--- config.mk ---
export PLATFORM = sky130hd
export DESIGN_NAME = dqpsk_symbol_mapper
export DESIGN_NICKNAME = d
export VERILOG_FILES = /design/src/rtl/qpsk_tx_pkg.sv /design/src/rtl/dqpsk_symbol_mapper_phase_to_iq.sv /design/src/rtl/dqpsk_symbol_mapper.sv
export SDC_FILE = /design/constraint.sdc
export NUM_CORES = 1
export LEC_CHECK = 0
export CORE_MARGIN = 2
export CORE_UTILIZATION = 52
export CTS_BUF_LIST = sky130_fd_sc_hd__clkbuf_16
export DETAILED_ROUTE_END_ITERATION = 16
export GPL_TIMING_DRIVEN = 0
export PLACE_DENSITY_LB_ADDON = 0.1
export SLEW_MARGIN = 25
export SYNTH_ARGS = -nofsm -noshare
export SYNTH_HDL_FRONTEND = slang
export SYNTH_SLANG_ARGS = --single-unit
--- constraint.sdc ---
create_clock -name s00_axis_aclk -period 7.4 [get_ports s00_axis_aclk]
set_input_delay 1.48 -clock s00_axis_aclk [delete_from_list [all_inputs] [get_ports s00_axis_aclk]]
set_output_delay 1.48 -clock s00_axis_aclk [all_outputs]
set_load 0.01 [all_outputs]
--- src/rtl/qpsk_tx_pkg.sv ---
// Shared types and constants for the DQPSK transmit mapper: FSM states, phase/sample
// types and the Gray-coded dibit to phase-increment mapping.
package qpsk_tx_pkg;

  typedef enum logic [1:0] {
    IDLE   = 2'd0,
    REF    = 2'd1,
    SYMBOL = 2'd2
  } state_t;

  typedef logic [1:0]         phase_t;
  typedef logic signed [15:0] sample_t;

  // Gray-coded dibit to quarter-turn increment
  localparam phase_t INC_00 = 2'd0;
  localparam phase_t INC_01 = 2'd1;
  localparam phase_t INC_11 = 2'd2;
  localparam phase_t INC_10 = 2'd3;

  function automatic phase_t dibit_inc(input logic [1:0] dibit);
    phase_t inc;
    case (dibit)
      2'b00:   inc = INC_00;
      2'b01:   inc = INC_01;
      2'b11:   inc = INC_11;
      default: inc = INC_10;
    endcase
    return inc;
  endfunction

  // Dibits are consumed MSB first: idx 0 is [7:6], idx 3 is [1:0]
  function automatic logic [1:0] dibit_at(input logic [7:0] byte_dat, input logic [1:0] idx);
    logic [1:0] d;
    case (idx)
      2'd0:    d = byte_dat[7:6];
      2'd1:    d = byte_dat[5:4];
      2'd2:    d = byte_dat[3:2];
      default: d = byte_dat[1:0];
    endcase
    return d;
  endfunction

endpackage

--- src/rtl/dqpsk_symbol_mapper_phase_to_iq.sv ---
// Combinational phase to {I, Q} lookup; one axis carries +/-amplitude, the other zero.
// Zero latency, no flow control; the parent registers the result.
module phase_to_iq
  import qpsk_tx_pkg::*;
(
  input  phase_t      phase,
  input  sample_t     amplitude,
  output logic [31:0] iq_dat
);

  sample_t i_s;
  sample_t q_s;
  sample_t neg_amp;

  always_comb begin
    neg_amp = -amplitude;
    i_s     = '0;
    q_s     = '0;
    case (phase)
      2'd0:    i_s = amplitude;
      2'd1:    q_s = amplitude;
      2'd2:    i_s = neg_amp;
      default: q_s = neg_amp;
    endcase
    iq_dat = {i_s, q_s};
  end

endmodule

--- src/rtl/dqpsk_symbol_mapper.sv ---
// Byte stream to differentially encoded QPSK {I,Q} samples; first sample one clock after accept.
// Counters advance only on m00 handshakes; output holds stable while stalled, input idles while busy.
module dqpsk_symbol_mapper
  import qpsk_tx_pkg::*;
#(
  parameter int      C_S00_AXIS_TDATA_WIDTH = 8,
  parameter int      C_M00_AXIS_TDATA_WIDTH = 32,
  parameter sample_t AMPLITUDE              = 16'sd23170,
  parameter int      SAMPLES_PER_SYMBOL     = 8
) (
  input  logic                              s00_axis_aclk,
  input  logic                              s00_axis_areset,
  input  logic                              s00_axis_tvalid,
  output logic                              s00_axis_tready,
  input  logic [C_S00_AXIS_TDATA_WIDTH-1:0] s00_axis_tdata,
  input  logic                              s00_axis_tlast,
  input  logic                              s00_axis_tstrb,
  output logic                              m00_axis_tvalid,
  input  logic                              m00_axis_tready,
  output logic [C_M00_AXIS_TDATA_WIDTH-1:0] m00_axis_tdata,
  output logic                              m00_axis_tlast,
  output logic [3:0]                        m00_axis_tstrb
);

  localparam int CNT_W = (SAMPLES_PER_SYMBOL > 1) ? $clog2(SAMPLES_PER_SYMBOL) : 1;
  localparam logic [CNT_W-1:0] LAST_SAMP = CNT_W'(SAMPLES_PER_SYMBOL - 1);

  state_t                            state_q, state_d;
  phase_t                            phase_q, phase_d;
  logic                              first_q, first_d;
  logic [7:0]                        byte_q, byte_d;
  logic                              last_q, last_d;
  logic [1:0]                        dibit_q, dibit_d;
  logic [CNT_W-1:0]                  samp_q, samp_d;
  logic                              s_rdy_q, s_rdy_d;
  logic                              m_vld_q, m_vld_d;
  logic [C_M00_AXIS_TDATA_WIDTH-1:0] m_dat_q, m_dat_d;
  logic                              m_last_q, m_last_d;

  logic        s_hs;
  logic        m_hs;
  logic        sym_end;
  logic [31:0] iq_dat;
  logic        unused_tstrb;

  assign unused_tstrb = s00_axis_tstrb;

  // Driven from the next phase so a freshly entered symbol is emitted on its first beat
  phase_to_iq u_phase_to_iq (
    .phase     (phase_d),
    .amplitude (AMPLITUDE),
    .iq_dat    (iq_dat)
  );

  always_comb begin
    state_d  = state_q;
    phase_d  = phase_q;
    first_d  = first_q;
    byte_d   = byte_q;
    last_d   = last_q;
    dibit_d  = dibit_q;
    samp_d   = samp_q;
    s_rdy_d  = s_rdy_q;
    m_vld_d  = m_vld_q;
    m_dat_d  = m_dat_q;
    m_last_d = 1'b0;

    s_hs    = (state_q == IDLE) && s_rdy_q && s00_axis_tvalid;
    m_hs    = m_vld_q && m00_axis_tready;
    sym_end = (samp_q == LAST_SAMP);

    case (state_q)
      IDLE: begin
        s_rdy_d = 1'b1;
        if (s_hs) begin
          byte_d  = s00_axis_tdata[7:0];
          last_d  = s00_axis_tlast;
          s_rdy_d = 1'b0;
          m_vld_d = 1'b1;
          samp_d  = '0;
          dibit_d = 2'd0;
          if (first_q) begin
            state_d = REF;
          end else begin
            state_d = SYMBOL;
            phase_d = phase_q + dibit_inc(s00_axis_tdata[7:6]);
          end
        end
      end

      REF: begin
        if (m_hs) begin
          if (sym_end) begin
            state_d = SYMBOL;
            first_d = 1'b0;
            samp_d  = '0;
            dibit_d = 2'd0;
            phase_d = phase_q + dibit_inc(dibit_at(byte_q, 2'd0));
          end else begin
            samp_d = samp_q + 1'b1;
          end
        end
      end

      SYMBOL: begin
        if (m_hs) begin
          if (sym_end && (dibit_q == 2'd3)) begin
            state_d = IDLE;
            m_vld_d = 1'b0;
            s_rdy_d = 1'b1;
            if (last_q) begin
              first_d = 1'b1;
            end
          end else if (sym_end) begin
            dibit_d = dibit_q + 2'd1;
            samp_d  = '0;
            phase_d = phase_q + dibit_inc(dibit_at(byte_q, 2'(dibit_q + 2'd1)));
          end else begin
            samp_d = samp_q + 1'b1;
          end
        end
      end

      default: begin
        state_d = IDLE;
        m_vld_d = 1'b0;
      end
    endcase

    if (m_vld_d) begin
      m_dat_d = iq_dat;
    end
    // Final beat of the final dibit of a tlast byte
    m_last_d = m_vld_d && last_d && (state_d == SYMBOL) &&
               (dibit_d == 2'd3) && (samp_d == LAST_SAMP);
  end

  always_ff @(posedge s00_axis_aclk or posedge s00_axis_areset) begin
    if (s00_axis_areset) begin
      state_q  <= IDLE;
      phase_q  <= '0;
      first_q  <= 1'b1;
      byte_q   <= '0;
      last_q   <= 1'b0;
      dibit_q  <= '0;
      samp_q   <= '0;
      s_rdy_q  <= 1'b0;
      m_vld_q  <= 1'b0;
      m_dat_q  <= '0;
      m_last_q <= 1'b0;
    end else begin
      state_q  <= state_d;
      phase_q  <= phase_d;
      first_q  <= first_d;
      byte_q   <= byte_d;
      last_q   <= last_d;
      dibit_q  <= dibit_d;
      samp_q   <= samp_d;
      s_rdy_q  <= s_rdy_d;
      m_vld_q  <= m_vld_d;
      m_dat_q  <= m_dat_d;
      m_last_q <= m_last_d;
    end
  end

  assign s00_axis_tready = s_rdy_q;
  assign m00_axis_tvalid = m_vld_q;
  assign m00_axis_tdata  = m_dat_q;
  assign m00_axis_tlast  = m_last_q;
  assign m00_axis_tstrb  = 4'hF;

endmodule

==> reports/results.ini, run 1 <==
[die]
ioPinCount = 53
rows = 22
die-area_mm2 = 0.00431
fp.dieW_um = 65.6
core-area_mm2 = 0.00366
start_util = 0.540
die_y_um = 65.6

[timing]
fin_crit_sh = 0.450
setup_viol = 0
fmax_ghz = 0.301
setup-tns-final_ns = 0
worstMarginPinSlew_ns = 0.577
hold_viol_final = 0
rsz0062_at_grt = no
fin_skew_ns = 0.00309
relSlewSlack = 0.614
maxSlewViolCount = 0
period_minus_slack_ns = 3.33

[synth]
ys_seq_elements = 28
ys_warn_count = 0
synth_edf_count = 0
synth_top_area_share = 0.342
yosys.area.top_type = dfrtp_1
synth_area_leaders = dfrtp_1 34%, buf_4 12%, ha_1 10%, nand2_1 7.8%, inv_1 2.8%
synth_cell_types = 53
avgSynthCellArea_um2 = 9.23
syn_area_mm2 = 0.00198
synthTopCellsByCount = 41 x nand2_1, 31 x buf_4, 27 x dfrtp_1
ys_seq_area_frac = 0.355
ys.flop_type = dfrtp_1
async_flop_share = 1.00
syn_inst = 214
yosysMostFrequentCell = nand2_1

[global_routing]
grt_pass1_wl_mm = 6.46
grt_usage = 0.191
grt_pass1_vias = 1422
grt_max_degree = 29
grt-ovfl-total = 0
antenna_found_initial = 0

[power_and_ir_drop]
ir_drop_mv = 0.0872
power_density_mw_per_mm2 = 113
power_leakage_nw = 1.27

[min_path]
hp-class = flip-flop to flip-flop

[finish]
final_util = 0.705
antenna_cells = 0
final_cells = 315
post-route-cell-area_mm2 = 0.00258
n_fill_cell = 326
layout.nets = 298
drive_gt1_frac = 0.217
area_delta_synth_final_pct = 30.6

[worst_setup_path]
cp-start-kind = input pin
path_cells = clkdlybuf4s50_1 > inv_1 > ha_1 > inv_1 > ha_1 > nor2b_1 > a32oi_1 > o211ai_1 > and2_0 > a22o_1
critPathArrivalTime_ns = 3.47
slowest_delay_ns = 0.50
cp_top_family = buffers and inverters
cp.required_ns = 7.55
cp.buffers_inverters = 3
path_class = input pin to flip-flop
crit_fanout = 5
crit_slowest_cell = clkdlybuf4s50_1
worstSetupEndpointType = flip-flop

[clock_network]
clock_path_buffers = 2
cts_tree = yes
clkLatencyLatePin_ns = 0.26
htreeDepth = 1
cts_root_buffer = clkbuf_16
cts.sinks = 28
post_cts_resized = 0
cts_made_buffers = 3
cts.reportedPaths.clkPinSlew_ns = 0.06
holdBufCountCts = 0
cts_setup_buffers = 0

[routing]
drtIter0Drc = 129
wl_mm = 4.01
drcViolationCount = 0
firstDrtPassIters = 5
postRouteAntennaNets = 0
avgViaCountPerCell = 5.15
wire_per_inst_um = 12.7
vias = 1621

[placed_design]
portBuffers = 45
placed_cell_area_mm2 = 0.00250
place_hpwl_mm = 3.07
dp.cells = 311
gp_congestion = 0.858

[job]
maxCapViolCount = 0

[outcome]
status = complete, no violations

==> placed cells by master (no fill, tap or decap), types with 6 or more instances in the layout <==
cell type	Yosys	layout
clkdlybuf4s50_1	0	45
nand2_1	41	41
buf_4	31	31
dfrtp_1	27	27
ha_1	16	16
inv_1	15	15
nor2_1	12	12
o21ai_0	8	8
conb_1	2	6
==> worst paths after layout <==
kind | from | end | slack (ns) | depth (start not counted)
max | s00_axis_tdata[6] | m00_axis_tdata[15]$_DFFE_PP0P_ | 4.07 | 10
min | m00_axis_tdata[17]$_DFFE_PP0P_ | m00_axis_tdata[17]$_DFFE_PP0P_ | 0.48 | 2
max reg2reg | dibit_q[0]$_DFF_PP0_ | m00_axis_tdata[29]$_DFFE_PP0P_ | 4.62 | 10
min reg2reg | m00_axis_tdata[17]$_DFFE_PP0P_ | m00_axis_tdata[17]$_DFFE_PP0P_ | 0.48 | 2
max in group asynchronous | s00_axis_areset | byte_q[1]$_DFFE_PP0P_ | 5.42 | 2
min in group asynchronous | s00_axis_areset | state_q[1]$_DFF_PP0_ | 1.60 | 2
==> per-stage QoR <==
stage,worst slack (ns),hold slack [ns],power [mW]
detailed placement,3.81,0.467,0.172
global route,3.93,0.508,0.302
CTS,4.07,0.486,0.293
finish,4.07,0.478,0.290
floorplan,4.49,0.440,0.164
global placement,3.81,0.461,0.172
==> worst register-to-register path: cells and delay by family, from the launching register on <==
kind | cells | cell delay [ns]
adders and majority gates | 3 | 0.92
AOI/OAI and AO/OA | 3 | 0.77
DFF | 1 | 0.43
muxes | 2 | 0.35
and+or+nand+nor | 2 | 0.19
==> per-layer routing <==
metal  GRT usage  wire length (µm)  vias to the layer above
met3      0.0240               236                        8
met2       0.303              1950                       49
li1            -                 -                      796
met4      0.0521                41                        0
met5           0                 0                        -
met1       0.274              1780                      768
==> power breakdown <==
part | switching (mW) | internal, mW | leakage [nW]
logic | 0.00769 | 0.00874 | 0.864
registers | 0 | 0.153 | 0.362
clock network | 0.0486 | 0.0723 | 0.0423
==> sequential cells by signal, indices dropped and copies added, names as in the netlist, named ones only <==
signal           count
byte_q               8
samp_q               3
first_q              1
last_q               1
state_q              2
dibit_q              2
m00_axis_tdata       6
s00_axis_tready      1
m00_axis_tlast       1
phase_q              1
m00_axis_tvalid      1
==> logic make-up after synthesis <==
family,after synthesis,synth area share
and+or+nand+nor,77,0.202
xor gates and xnor gates,2,0.0127
buffers and inverters,50,0.160
AOI/OAI and AO/OA,34,0.137
muxes,5,0.0285
DFF,28,0.355
adders and majority gates,16,0.101
other,2,0.00380
==> layout make-up <==
cell class | count | area, µm² | share of cell area
buffer | 34 | 253 | 0.0980
clock buffer | 3 | 75.1 | 0.0291
clock inverter | 1 | 3.75 | 0.00145
inverter | 16 | 62.6 | 0.0242
multi-input combinational | 140 | 973 | 0.377
sequential | 28 | 702 | 0.272
tap | 48 | 60.1 | 0.0233
timing repair buffer | 45 | 450 | 0.175
No activity file was read; power rests on OpenSTA's default activity.
==> run 2: changes to the inputs <==
--- a/config.mk
+++ b/config.mk
@@ -6,7 +6,7 @@
 export NUM_CORES = 1
 export LEC_CHECK = 0
 export CORE_MARGIN = 2
-export CORE_UTILIZATION = 52
+export CORE_UTILIZATION = 49
 export CTS_BUF_LIST = sky130_fd_sc_hd__clkbuf_16
 export DETAILED_ROUTE_END_ITERATION = 16
 export GPL_TIMING_DRIVEN = 0
==> constraint.sdc (replaced) <==
create_clock -name s00_axis_aclk -period 3.36 [get_ports s00_axis_aclk]
set_input_delay 0.672 -clock s00_axis_aclk [delete_from_list [all_inputs] [get_ports s00_axis_aclk]]
set_output_delay 0.672 -clock s00_axis_aclk [all_outputs]
set_load 0.01 [all_outputs]
==> run 2 against run 1 <==
Count of clock-buffer cells in the layout unchanged. Wire length is 2.2% lower. Register-to-register slack worse by 4.0 ns. Via count is 3.3% lower. Sequential cell count unchanged. Clock power grew 120%. Final cell count rose by 0.63%. Non-clock buffer count did not move.
==> reports/results.ini, run 2 (same netlist as run 1, synthesis figures left out) <==
[routing]
vias = 1567  ; was 1621
drcViolationCount = 0  ; unchanged
firstDrtPassIters = 4  ; was 5
wire_per_inst_um = 12.4  ; was 12.7 µm
postRouteAntennaNets = 0  ; unchanged
wl_mm = 3.92  ; was 4.01 mm
avgViaCountPerCell = 4.94  ; was 5.15
drtIter0Drc = 52  ; was 129

[placed_design]
placed_cell_area_mm2 = 0.00250  ; about the same
portBuffers = 45  ; unchanged
gp_congestion = 0.829  ; was 0.858
place_hpwl_mm = 2.99  ; was 3.07 mm

[global_routing]
grtUsageMet2 = 0.310  ; was 0.303
grt_use_met3 = 0.0200  ; was 0.0240
grt_pass1_vias = 1456  ; was 1422
grtUsageMet1 = 0.277  ; was 0.274
grt-ovfl-total = 0  ; unchanged
grt_pass1_wl_mm = 6.80  ; was 6.46 mm
grt_max_degree = 29  ; unchanged
grt_busiest_layer = met2  ; unchanged
grt_usage = 0.196  ; was 0.191
antenna_found_initial = 0  ; unchanged

[finish]
n_fill_cell = 336  ; was 326
final_cell_mix = 45 x clkdlybuf4s50_1, 41 x nand2_1, 31 x buf_4, 27 x dfrtp_1, 16 x ha_1  ; unchanged
antenna_cells = 0  ; unchanged
top_register = byte_q  ; unchanged
final_util = 0.655  ; was 0.705
mostFrequentLayoutCell = clkdlybuf4s50_1  ; unchanged
area_delta_synth_final_pct = 30.7  ; was 30.6%
post-route-cell-area_mm2 = 0.00258  ; about the same
drive_gt1_frac = 0.217  ; unchanged
largest_reg_flops = 8  ; unchanged
layout.nets = 298  ; unchanged

[timing]
hold_viol_final = 0  ; unchanged
setup-tns-final_ns = 0  ; unchanged
setup_viol = 0  ; unchanged
fin_crit_sh = 0.817
worstMarginPinSlew_ns = 0.583  ; was 0.577 ns
rsz0062_at_grt = no  ; unchanged
period_minus_slack_ns = 2.74
hold_ws_ns = 0.480  ; was 0.478 ns
fin_skew_ns = 0.00275  ; was 0.00309 ns
fmax_ghz = 0.364
relSlewSlack = 0.611  ; was 0.614
maxSlewViolCount = 0  ; unchanged

[worst_setup_path]
crit_fanout = 8  ; was 5
crit_slowest_cell = dfrtp_1  ; was clkdlybuf4s50_1
cp_common_cell = ha_1
worstSetupEndpointType = flip-flop  ; unchanged
slowest_delay_ns = 0.43  ; was 0.50 ns
r2r_cells = 10  ; unchanged
critPathArrivalTime_ns = 2.89  ; was 3.47 ns
path_class = flip-flop to flip-flop  ; was input pin to flip-flop
cp.required_ns = 3.51  ; was 7.55 ns
path_depth = 10  ; unchanged
cp_top_family = adder cells  ; was buffers and inverters
cp.buffers_inverters = 0  ; was 3
cp-start-kind = flip-flop  ; was input pin
path_cells = ha_1 > a22oi_1 > nand2_1 > mux2_2 > ha_1 > ha_1 > mux2i_1 > o211ai_1 > nor2_1 > a22o_1  ; was clkdlybuf4s50_1 > inv_1 > ha_1 > inv_1 > ha_1 > nor2b_1 > a32oi_1 > o211ai_1 > and2_0 > a22o_1

[die]
fp.dieW_um = 67.5  ; was 65.6 µm
ioPinCount = 53  ; unchanged
core-area_mm2 = 0.00394  ; was 0.00366 mm²
die-area_mm2 = 0.00456  ; was 0.00431 mm²
die_y_um = 67.5  ; was 65.6 µm
rows = 23  ; was 22
start_util = 0.501  ; was 0.540

[clock_network]
cts_setup_buffers = 0  ; unchanged
clkLatencyLatePin_ns = 0.26  ; about the same
cts_made_buffers = 3  ; unchanged
post_cts_resized = 0  ; unchanged
cts_root_buffer = clkbuf_16  ; unchanged
cts.sinks = 28  ; unchanged
cts_tree = yes  ; unchanged
cts.reportedPaths.clkPinSlew_ns = 0.07  ; was 0.06 ns
holdBufCountCts = 0  ; unchanged
clock_path_buffers = 2  ; unchanged
htreeDepth = 1  ; unchanged

[power_and_ir_drop]
power_leakage_nw = 1.26  ; was 1.27 nW
power_density_mw_per_mm2 = 249  ; was 113 mW/mm²
ir_drop_mv = 0.208  ; was 0.0872 mV

[job]
maxCapViolCount = 0  ; unchanged

[outcome]
status = complete, no violations  ; unchanged

[min_path]
holdPathStages = 2  ; unchanged
hp-class = flip-flop to flip-flop  ; unchanged

[run 2: cell count changes in the layout (fill, tap and decap cells not counted), sizes merged]
cell and change:
inv -1, clkinv +1
[run 2: report_power, final]
part	total [mW]	internal (mW)	leakage (nW)	switching [mW]
Combinational	0.0362	0.0193	0.864	0.0169
Clock	0.270	0.160	0.0385	0.111
Sequential	0.337	0.337	0.362	0
Total	0.643	0.516	1.26	0.127
[run 2: metal layers]
layer,up-vias,part of all wire
met1,731,0.48
met5,-,0
met3,5,0.050
met4,0,0.016
met2,37,0.45
li1,794,-
[run 2: tightest hold or removal path: stages, from the launching register on]
cell and delay (ns):
dfrtp_1 0.34, nand2_1 0.05, nand2_1 0.06
[run 2: path summary, 6_finish.rpt]
check	startpoint	to	slack, ns
setup / recovery	dibit_q[0]$_DFF_PP0_	m00_axis_tdata[29]$_DFFE_PP0P_	0.62
hold / removal	byte_q[0]$_DFFE_PP0P_	byte_q[0]$_DFFE_PP0P_	0.48
setup reg to reg	dibit_q[0]$_DFF_PP0_	m00_axis_tdata[29]$_DFFE_PP0P_	0.62
hold reg to reg	byte_q[0]$_DFFE_PP0P_	byte_q[0]$_DFFE_PP0P_	0.48
max in group asynchronous	s00_axis_areset	dibit_q[0]$_DFF_PP0_	2.18
min in group asynchronous	s00_axis_areset	byte_q[1]$_DFFE_PP0P_	0.79
[run 2: metrics by stage]
stage | cells | setup WS, ns | total power [mW]
2_1_floorplan | 218 | 0.911 | 0.361
3_3_place_gp | 313 | 0.572 | 0.379
3_5_place_dp | 313 | 0.564 | 0.380
4_1_cts | 317 | 0.607 | 0.653
5_1_grt | 317 | 0.365 | 0.669
6_report | 317 | 0.615 | 0.643
[run 2: final cells by class]
type / instances / area [µm²] / share of cell area
Buffer: 34 / 253 / 0.0979
Sequential cell: 28 / 702 / 0.272
Tap cell: 50 / 62.6 / 0.0242
Timing Repair Buffer: 45 / 450 / 0.174
Clock buffer: 3 / 75.1 / 0.0291
Multi-Input combinational cell: 140 / 973 / 0.377
Clock inverter: 1 / 3.75 / 0.00145
Inverter: 16 / 62.6 / 0.0242
==> run 3: changes to the inputs <==
--- a/config.mk
+++ b/config.mk
@@ -6,7 +6,7 @@
 export NUM_CORES = 1
 export LEC_CHECK = 0
 export CORE_MARGIN = 2
-export CORE_UTILIZATION = 49
+export CORE_UTILIZATION = 44
 export CTS_BUF_LIST = sky130_fd_sc_hd__clkbuf_16
 export DETAILED_ROUTE_END_ITERATION = 16
 export GPL_TIMING_DRIVEN = 0
==> constraint.sdc (replaced) <==
create_clock -name s00_axis_aclk -period 2.5 [get_ports s00_axis_aclk]
set_input_delay 0.5 -clock s00_axis_aclk [delete_from_list [all_inputs] [get_ports s00_axis_aclk]]
set_output_delay 0.5 -clock s00_axis_aclk [all_outputs]
set_load 0.01 [all_outputs]
==> run 3 against run 2 <==
The flow now finishes with violations (negative setup slack). Clock power is 35% higher. Critical path depth is the same. Highest routed layer unchanged. Die area is 11% higher.
==> reports/results.ini, run 3 (same netlist as run 1, synthesis figures left out) <==
[die]
die_y_um = 71.0  ; was 67.5 µm
fp.dieW_um = 71.0  ; was 67.5 µm
start_util = 0.454  ; was 0.501
ioPinCount = 53  ; unchanged
rows = 24  ; was 23
core-area_mm2 = 0.00435  ; was 0.00394 mm²
die-area_mm2 = 0.00504  ; was 0.00456 mm²

[clock_network]
htreeDepth = 1  ; unchanged
clock_path_buffers = 2  ; unchanged
cts_root_buffer = clkbuf_16  ; unchanged
cts_made_buffers = 3  ; unchanged
cts_tree = yes  ; unchanged
clkLatencyLatePin_ns = 0.27  ; was 0.26 ns
cts.sinks = 28  ; unchanged
holdBufCountCts = 0  ; unchanged
cts.reportedPaths.clkPinSlew_ns = 0.06  ; was 0.07 ns

[timing]
fmax_ghz = 0.399  ; was 0.364 GHz
fin_skew_ns = 0.00711  ; was 0.00275 ns
relSlewSlack = 0.605  ; was 0.611
worstMarginPinSlew_ns = 0.591  ; was 0.583 ns
maxSlewViolCount = 0  ; unchanged
setup_ws_ns = -0.00396  ; was 0.615 ns
hold_ws_ns = 0.475  ; was 0.480 ns
setup-tns-final_ns = -0.00396  ; was 0 ns
period_minus_slack_ns = 2.50  ; was 2.74 ns
fin_crit_sh = 1.00  ; was 0.817
hold_viol_final = 0  ; unchanged
rsz0062_at_grt = yes  ; was no
setup_viol = 1  ; was 0

[power_and_ir_drop]
power_leakage_nw = 1.36  ; was 1.26 nW
combPwrFrac = 0.055  ; was 0.056
intPower_uw = 693  ; was 516 µW
power_uw = 866  ; was 643 µW
power_density_mw_per_mm2 = 306  ; was 249 mW/mm²
swShare = 0.200  ; was 0.198
pwr-share-clk = 0.421  ; was 0.420
switchingPower_uw = 173  ; was 127 µW
seqPwrFrac = 0.523  ; was 0.524
ir_drop_mv = 0.277  ; was 0.208 mV

[worst_setup_path]
critPathArrivalTime_ns = 2.65  ; was 2.89 ns
cp-start-kind = flip-flop  ; unchanged
cp.required_ns = 2.65  ; was 3.51 ns
crit_fanout = 5  ; was 8
path_class = flip-flop to flip-flop  ; unchanged
worstSetupEndpointType = flip-flop  ; unchanged

[finish]
seqCellArea_um2 = 704  ; was 702 µm²
mostFrequentLayoutCell = buf_4  ; was clkdlybuf4s50_1
layout.nets = 317  ; was 298
top_register = byte_q  ; unchanged
multi_input_area_mm2 = 0.00107  ; was 973 µm²
post-route-cell-area_mm2 = 0.00283  ; was 0.00258 mm²
largest_reg_flops = 8  ; unchanged
n_fill_cell = 374  ; was 336
area_delta_synth_final_pct = 43.2  ; was 30.7%
drive_gt1_frac = 0.318  ; was 0.217
antenna_cells = 0  ; unchanged
final_cell_mix = 50 x buf_4, 45 x clkdlybuf4s50_1, 41 x nand2_1, 25 x dfrtp_1, 12 x inv_1  ; was 45 x clkdlybuf4s50_1, 41 x nand2_1, 31 x buf_4, 27 x dfrtp_1, 16 x ha_1

[global_routing]
grt-ovfl-total = 0  ; unchanged
grt_pass1_vias = 1542  ; was 1456
grt_max_degree = 29  ; unchanged
grt_pass1_wl_mm = 7.60  ; was 6.80 mm
antenna_found_initial = 0  ; unchanged
grt_usage = 0.187  ; was 0.196

[placed_design]
portBuffers = 45  ; unchanged
place_hpwl_mm = 3.11  ; was 2.99 mm
placed_cell_area_mm2 = 0.00251  ; was 0.00250 mm²
dp_slack_ns = -0.254  ; was 0.564 ns
gp_congestion = 0.784  ; was 0.829

[outcome]
violations = negative setup slack
status = finished with violations  ; was complete, no violations

[routing]
vias = 1690  ; was 1567
firstDrtPassIters = 4  ; unchanged
drcViolationCount = 0  ; unchanged
postRouteAntennaNets = 0  ; unchanged
wire_per_inst_um = 13.5  ; was 12.4 µm
avgViaCountPerCell = 5.00  ; was 4.94
drtIter0Drc = 87  ; was 52
wl_mm = 4.56  ; was 3.92 mm

[job]
maxCapViolCount = 0  ; unchanged

[min_path]
hp-class = flip-flop to flip-flop  ; unchanged

run 3: cell types whose count changed in the layout (fill, tap and decap cells not counted), moves of 2 or more:
cell | previous run | this run
inv_1 | 14 | 12
dfrtp_2 | 0 | 2
ha_1 | 16 | 10
ha_4 | 0 | 6
dfrtp_1 | 27 | 25
buf_4 | 31 | 50
run 3: cell type report:
cell class                 count  area share
buffer                        34      0.0893
clock buffer                   3      0.0265
clock inverter                 1     0.00133
inverter                      16      0.0230
multi-input combinational    140       0.378
sequential                    28       0.249
tap                           52      0.0230
timing repair buffer          64       0.210
run 3: final timing paths:
| check | depth (start not counted) | endpoint | slack (ns) | start |
|---|---|---|---|---|
| hold reg to reg | 2 | m00_axis_tdata[17]$_DFFE_PP0P_ | 0.48 | m00_axis_tdata[17]$_DFFE_PP0P_ |
| setup / recovery | 10 | m00_axis_tdata[29]$_DFFE_PP0P_ | -0.004 | dibit_q[0]$_DFF_PP0_ |
| min in group asynchronous | 2 | byte_q[0]$_DFFE_PP0P_ | 0.61 | s00_axis_areset |
| max in group asynchronous | 2 | dibit_q[0]$_DFF_PP0_ | 1.45 | s00_axis_areset |
| hold / removal | 2 | m00_axis_tdata[17]$_DFFE_PP0P_ | 0.48 | m00_axis_tdata[17]$_DFFE_PP0P_ |
| setup reg to reg | 10 | m00_axis_tdata[29]$_DFFE_PP0P_ | -0.004 | dibit_q[0]$_DFF_PP0_ |
run 3: stage by stage:
step           std cells  utilization
2_1_floorplan        218            -
3_3_place_gp         315        0.576
3_5_place_dp         315        0.576
4_1_cts              335        0.626
5_1_grt              338        0.650
6_report             338        0.650
run 3: worst max-delay path: stages (launching register included):
cell and delay (ns):
dfrtp_2 0.48, ha_4 0.20, a22oi_2 0.16, nand2_1 0.07, mux2_2 0.30, ha_4 0.25
ha_4 0.15, xnor2_1 0.13, a211oi_2 0.29, xnor2_2 0.14, a22o_1 0.22
run 3: routing by layer:
metal  routed length (µm)  GRT usage  vias up
li1                     -          -      835
met1                 2070      0.256      784
met4                   62     0.0440        0
met2                 2110      0.304       65
met5                    0          0        -
met3                  314     0.0399        6
run 3: power groups by stage:
stage	Sequential (mW)	Combinational [mW]	Clock, mW
2_1_floorplan	0.461	0.0233	0
3_3_place_gp	0.462	0.0487	0
3_5_place_dp	0.461	0.0487	0
4_1_cts	0.453	0.0489	0.376
5_1_grt	0.452	0.0555	0.395
6_report	0.453	0.0480	0.365
run 3: what timing repair did:
item	4_1_cts	5_1_grt
cloned	0	0
endpoints found under the setup margin	7	8
pin swaps	6	15
resized for setup	8	13
buffers inserted	16	3
